## src/rtl/demux_pkg.sv

```systemverilog
// Shared types and default sizing for the stream demultiplexer.
// SEL_WIDTH is derived from the channel count.
package demux_pkg;
  localparam int DEF_DATA_WIDTH = 32;
  localparam int DEF_NUM_CH     = 8;
  localparam int DEF_SEL_WIDTH  = $clog2(DEF_NUM_CH);
  localparam int DEF_CNT_WIDTH  = 16;

  typedef logic [DEF_DATA_WIDTH-1:0] data_t;
  typedef logic [DEF_SEL_WIDTH-1:0]  sel_t;
endpackage

```

## src/rtl/demux_stream_if.sv

```systemverilog
// Source-side and sink-side handshake bundle of the demultiplexer.
// slave faces the demux, master faces source and sinks.
interface demux_stream_if
  import demux_pkg::*;
#(
  parameter int DW  = DEF_DATA_WIDTH,
  parameter int NCH = DEF_NUM_CH,
  parameter int SW  = DEF_SEL_WIDTH,
  parameter int CW  = DEF_CNT_WIDTH
);
  logic          valid_i;
  logic          ready_o;
  logic [SW-1:0] selector_i;
  logic [DW-1:0] channel_in_i;
  logic [NCH-1:0] valid_o;
  logic [NCH-1:0] ready_i;
  logic [DW-1:0] channel_out_o [NCH];
  logic [CW-1:0] drop_cnt_o;

  modport slave (
    input  valid_i, selector_i, channel_in_i, ready_i,
    output ready_o, valid_o, channel_out_o, drop_cnt_o
  );

  modport master (
    output valid_i, selector_i, channel_in_i, ready_i,
    input  ready_o, valid_o, channel_out_o, drop_cnt_o
  );
endinterface

```

## src/rtl/demux_slot.sv

```systemverilog
// One-entry output register slice; a load in the same cycle
// as a drain wins, so a channel can sustain one beat per cycle.
module demux_slot
  import demux_pkg::*;
#(
  parameter int DATA_WIDTH = DEF_DATA_WIDTH
) (
  input  logic                  clk_i,
  input  logic                  arstn_i,
  input  logic                  load_i,
  input  logic [DATA_WIDTH-1:0] data_i,
  input  logic                  ready_i,
  output logic                  valid_o,
  output logic [DATA_WIDTH-1:0] data_o
);
  logic                  r_valid;
  logic [DATA_WIDTH-1:0] r_data;

  always_ff @(posedge clk_i or negedge arstn_i) begin
    if (!arstn_i) begin
      r_valid <= 1'b0;
      r_data  <= '0;
    end else if (load_i) begin
      r_valid <= 1'b1;
      r_data  <= data_i;
    end else if (r_valid && ready_i) begin
      r_valid <= 1'b0;
    end
  end

  assign valid_o = r_valid;
  assign data_o  = r_data;
endmodule

```

## src/rtl/demux_stream.sv

```systemverilog
// Registered 1-to-NUM_CH stream demultiplexer with per-channel
// one-entry slots and a saturating counter of misrouted beats.
module demux_stream
  import demux_pkg::*;
#(
  parameter int DATA_WIDTH = DEF_DATA_WIDTH,
  parameter int NUM_CH     = DEF_NUM_CH,
  parameter int SEL_WIDTH  = DEF_SEL_WIDTH,
  parameter int CNT_WIDTH  = DEF_CNT_WIDTH
) (
  input  logic clk_i,
  input  logic arstn_i,
  demux_stream_if.slave s
);
  logic                  w_busy;
  logic                  w_ready;
  logic                  w_acc;
  logic                  w_in_range;
  logic                  w_drop;
  logic [NUM_CH-1:0]     w_load;
  logic [NUM_CH-1:0]     w_valid;
  logic [DATA_WIDTH-1:0] w_data [NUM_CH];
  logic [CNT_WIDTH-1:0]  r_drop_cnt;

  assign w_in_range =
    {1'b0, s.selector_i} < (SEL_WIDTH+1)'(NUM_CH);

  // ready_i -> ready_o is a deliberate combinational path:
  // a full slot accepts when its sink drains in the same cycle.
  always_comb begin
    w_busy = 1'b0;
    for (int k = 0; k < NUM_CH; k++) begin
      if (s.selector_i == SEL_WIDTH'(k))
        w_busy = w_valid[k] && !s.ready_i[k];
    end
  end

  assign w_ready = !w_busy;
  assign w_acc   = s.valid_i && w_ready;
  assign w_drop  = w_acc && !w_in_range;

  for (genvar k = 0; k < NUM_CH; k++) begin : g_slot
    assign w_load[k] =
      w_acc && (s.selector_i == SEL_WIDTH'(k));

    demux_slot #(
      .DATA_WIDTH(DATA_WIDTH)
    ) u_slot (
      .clk_i   (clk_i),
      .arstn_i (arstn_i),
      .load_i  (w_load[k]),
      .data_i  (s.channel_in_i),
      .ready_i (s.ready_i[k]),
      .valid_o (w_valid[k]),
      .data_o  (w_data[k])
    );
  end

  always_ff @(posedge clk_i or negedge arstn_i) begin
    if (!arstn_i)
      r_drop_cnt <= '0;
    else if (w_drop && (r_drop_cnt != '1))
      r_drop_cnt <= r_drop_cnt + 1'b1;
  end

  assign s.ready_o       = w_ready;
  assign s.valid_o       = w_valid;
  assign s.channel_out_o = w_data;
  assign s.drop_cnt_o    = r_drop_cnt;
endmodule

```

## src/flat_wrapper.sv

```systemverilog
// flat-port wrapper written by rule: the top's interface ports become plain ports
module demux_stream_flat import demux_pkg::*;
#(
  parameter int DATA_WIDTH = DEF_DATA_WIDTH,
  parameter int NUM_CH     = DEF_NUM_CH,
  parameter int SEL_WIDTH  = DEF_SEL_WIDTH,
  parameter int CNT_WIDTH  = DEF_CNT_WIDTH
)
  (clk_i, arstn_i, s_valid_i, s_selector_i, s_channel_in_i, s_ready_i, s_ready_o, s_valid_o, s_channel_out_o, s_drop_cnt_o);
  demux_stream_if #(.DW(32), .NCH(8), .SW(3), .CW(16)) s_i ();
  input  logic clk_i;
  input  logic arstn_i;
  input wire logic [$bits(s_i.valid_i)-1:0] s_valid_i;
  input wire logic [$bits(s_i.selector_i)-1:0] s_selector_i;
  input wire logic [$bits(s_i.channel_in_i)-1:0] s_channel_in_i;
  input wire logic [$bits(s_i.ready_i)-1:0] s_ready_i;
  output wire logic [$bits(s_i.ready_o)-1:0] s_ready_o;
  output wire logic [$bits(s_i.valid_o)-1:0] s_valid_o;
  output wire logic [$bits(s_i.channel_out_o)-1:0] s_channel_out_o;
  output wire logic [$bits(s_i.drop_cnt_o)-1:0] s_drop_cnt_o;
  assign s_i.valid_i = s_valid_i;
  assign s_i.selector_i = s_selector_i;
  assign s_i.channel_in_i = s_channel_in_i;
  assign s_i.ready_i = s_ready_i;
  assign s_ready_o = s_i.ready_o;
  assign s_valid_o = s_i.valid_o;
  assign s_channel_out_o = {>>{s_i.channel_out_o}};
  assign s_drop_cnt_o = s_i.drop_cnt_o;
  demux_stream #(.DATA_WIDTH(DATA_WIDTH), .NUM_CH(NUM_CH), .SEL_WIDTH(SEL_WIDTH), .CNT_WIDTH(CNT_WIDTH)) u_core (.clk_i(clk_i), .arstn_i(arstn_i), .s(s_i));
endmodule
```

## config.mk

```make
export PLATFORM = sky130hd
export DESIGN_NAME = demux_stream_flat
export DESIGN_NICKNAME = d
export VERILOG_FILES = /design/src/rtl/demux_pkg.sv /design/src/rtl/demux_stream_if.sv /design/src/rtl/demux_slot.sv /design/src/rtl/demux_stream.sv /design/src/flat_wrapper.sv
export SDC_FILE = /design/constraint.sdc
export NUM_CORES = 1
export LEC_CHECK = 0
export CORE_ASPECT_RATIO = 0.6
export CORE_UTILIZATION = 48
export DETAILED_ROUTE_END_ITERATION = 10
export PLACE_DENSITY = 0.81
export SLEW_MARGIN = 25
export SYNTH_ARGS = -nofsm -noshare
export SYNTH_HDL_FRONTEND = slang
export SYNTH_HIERARCHICAL = 1
export SYNTH_SLANG_ARGS = --single-unit
```

## constraint.sdc

```tcl
create_clock -name clk_i -period 1.9 [get_ports clk_i]
set_input_delay 0.19 -clock clk_i [delete_from_list [all_inputs] [get_ports clk_i]]
set_output_delay 0.19 -clock clk_i [all_outputs]
set_load 0.02 [all_outputs]
```

==> flow_metrics.env <==
export IMPL_grt_ovfl_total=0
export IMPL_synth_top_area_cell="dfrtp_1"
export IMPL_cts_made_buffers=24
export IMPL_via_per_inst=4.91
export IMPL_leakage_nw=7.11
export IMPL_cp_arrival_ns=1.69
export IMPL_cts_root_buf="clkbuf_16"
export IMPL_drive_gt1_frac=0.368
export IMPL_final_setup_viol_count=0
export IMPL_start_kind="flop"
export IMPL_yosys_cell_types_count=25
export IMPL_hold_slack_ns=0.168
export IMPL_critPathKind="flop to output pin"
export IMPL_rsz0062_at_grt="true"
export IMPL_grt_antenna_before_repair=0
export IMPL_crit_required_ns=1.71
export IMPL_hold_class="input pin to async pin"
export IMPL_cts_tree="built"
export IMPL_grt_pass1_wl_mm=43.2
export IMPL_status="completed"
export IMPL_area_growth_pct=38.7
export IMPL_initial_core_util=0.491
export IMPL_io_pin_count=327
export IMPL_fin_crit_sh=0.987
export IMPL_wire_per_inst_um=21.6
export IMPL_routabilityCongestion=0.844
export IMPL_ant_nets=0
export IMPL_grt_max_degree=60
export IMPL_fin_util=0.681
export IMPL_diodes=0
export IMPL_skew_ns=0.0160
export IMPL_grt_pass1_vias=6878
export IMPL_core_area_um2=23200
export IMPL_critical_path_max_fanout=2
export IMPL_finalNetCount=1030
export IMPL_ys_top_cells_by_area="dfrtp_1 58%, mux2_4 31%, buf_12 4.2%, mux2_2 2.4%, buf_4 1.1%"
export IMPL_cts_clk_slew_worst_paths_ns=0.07
export IMPL_drc=0
export IMPL_final_max_slew_viol_count=0
export IMPL_cts_path_max_buffers=3
export IMPL_syn_avg_cell_area_um2=18.3
export IMPL_hold_viol=0
export IMPL_max_cap_violations=0
export IMPL_p_per_area_nw_per_um2=1240
export IMPL_grt_usage=0.233
export IMPL_yosysWarnings=6
export IMPL_die_height_um=121
export IMPL_place_hpwl_mm=19.8
export IMPL_fmax_mhz=533
export IMPL_synth_seq_cells=264
export IMPL_syn_area_um2=11400
export IMPL_h_tree_depth=1
export IMPL_yosysTopAreaCellShare=0.581
export IMPL_finalCriticalPeriod_ns=1.88
export IMPL_cp_end_kind="output pin"
export IMPL_fin_setup_tns_ns=0
export IMPL_synth_cells=620
export IMPL_wl_mm=28.4
export IMPL_via_count=6468
export IMPL_die_w_um=201
export IMPL_cts_sinks=264
export IMPL_clkLatencyLatePin_ns=0.52
export IMPL_first_pass_iters=4
export IMPL_ir_worst_vdd_uv=648
export IMPL_io_buffers=310
export IMPL_num_rows=43
export IMPL_dr_first_iter_drc_count=285
export IMPL_ys_seq_area_frac=0.581
export IMPL_die_area_um2=24300
[layer usage]
metal / track usage / wire, um
met1: 0.334 / 13300
met2: 0.350 / 12700
met5: 0 / 0
met4: 0.0434 / 439
met3: 0.0736 / 1890
[final timing paths]
check                                                               startpoint                                             end  slack (ns)  depth (start not counted)
max in group asynchronous                                              arstn_i  u_core/g_slot[0].u_slot/data_o[23]$_DFFE_PN0P_        1.03                          3
worst max-delay path               u_core/g_slot[6].u_slot/valid_o$_DFFE_PN0P_                                       s_ready_o        0.02                          4
worst min register to register  u_core/g_slot[7].u_slot/data_o[29]$_DFFE_PN0P_  u_core/g_slot[7].u_slot/data_o[29]$_DFFE_PN0P_        0.50                          1
worst min-delay path                                                   arstn_i   u_core/g_slot[5].u_slot/data_o[2]$_DFFE_PN0P_        0.17                          2
min in group clk_i                                                s_ready_i[7]     u_core/g_slot[7].u_slot/valid_o$_DFFE_PN0P_        0.31                          3
worst max register to register     u_core/g_slot[1].u_slot/valid_o$_DFFE_PN0P_  u_core/g_slot[1].u_slot/data_o[22]$_DFFE_PN0P_        0.10                          5
[cells by family after synthesis]
logic type / count (synthesis) / share of synthesized area
flip-flops: 264 / 0.581
multiplexers: 256 / 0.330
buffers and inverters: 61 / 0.0653
AND/OR/NAND/NOR: 23 / 0.0123
AO/OA/AOI/OAI: 15 / 0.0112
other: 1 / 0.000330
[synthesized netlist by cell type, drive strengths merged]
cell,instances
dfrtp,264
mux2,256
buf,49
inv,12
a21o,8
nor2b,6
nor3,6
nand2,4
a2111oi,2
a21oi,1
a311o,1
a311oi,1
and3b,1
conb,1
nand2b,1
nand3b,1
nor3b,1
nor4b,1
nor4bb,1
o21ai,1
o2bb2ai,1
or3b,1
[worst max-delay path, stage by stage (launching register included)]
cell and delay [ns]:
dfrtp_1 0.37, nor4bb_1 0.13, a311o_1 0.35, o2bb2ai_2 0.17, buf_6 0.14
[state kept, by name, summed over array words and instances, names as in the netlist]
name                          count
u_core/g_slot.u_slot/data_o     256
u_core/g_slot.u_slot/valid_o      8
[where the power goes]
part | internal, mW | switching, mW | total, mW
Sequential | 6.89 | 0.804 | 7.70
Combinational | 3.84 | 3.02 | 6.87
Clock | 2.95 | 2.07 | 5.01
Total | 13.7 | 5.89 | 19.6
[cell usage in the layout (no fill, tap or decap), types with 2 or more instances in the layout]
cell             netlist  final
a21o_1                 8      8
bufinv_16              0      2
clkbuf_1               0      4
nor2b_1                6      6
dfrtp_1              264    264
buf_4                 17     46
clkbuf_16              0     25
nor3_2                 0      6
conb_1                 1     16
clkbuf_8               0      7
mux2_2                24     24
clkinv_2               0      5
mux2_4               232    232
buf_12                24     15
inv_1                 12     12
nand2_1                4      4
a2111oi_4              0      2
clkdlybuf4s50_1        0    308
[through the flow]
step | setup slack, ns | std cells | power, mW | area, um^2
after global placement | -0.363 | 1272 | 14.5 | 14900
after floorplan | 0.290 | 635 | 11.2 | 11400
after detailed placement | -0.311 | 1272 | 14.6 | 14900
after global routing | -0.0296 | 1316 | 20.3 | 15800
final | 0.0246 | 1316 | 19.6 | 15800
after CTS | 0.0158 | 1316 | 19.7 | 15800
[cell type report]
| class | count | area, um^2 |
|---|---|---|
| repair buffers | 372 | 3760 |
| clock buffers | 36 | 737 |
| flip-flops and latches | 264 | 6610 |
| well taps | 315 | 394 |
| fillers | 1556 | 7410 |
| inverters | 12 | 45.0 |
| multi-input cells | 310 | 4150 |
| clock inverters | 7 | 85.1 |
[what timing repair did]
item                                   in CTS  in global routing
setup endpoints to repair                   1                  1
endpoints found under the hold margin     146                  0
buffers inserted                            0                  0
hold buffers                                1                  0
pin swaps                                   3                  1
resized for setup                           8                  0
No activity file was read; power rests on OpenSTA's default activity.
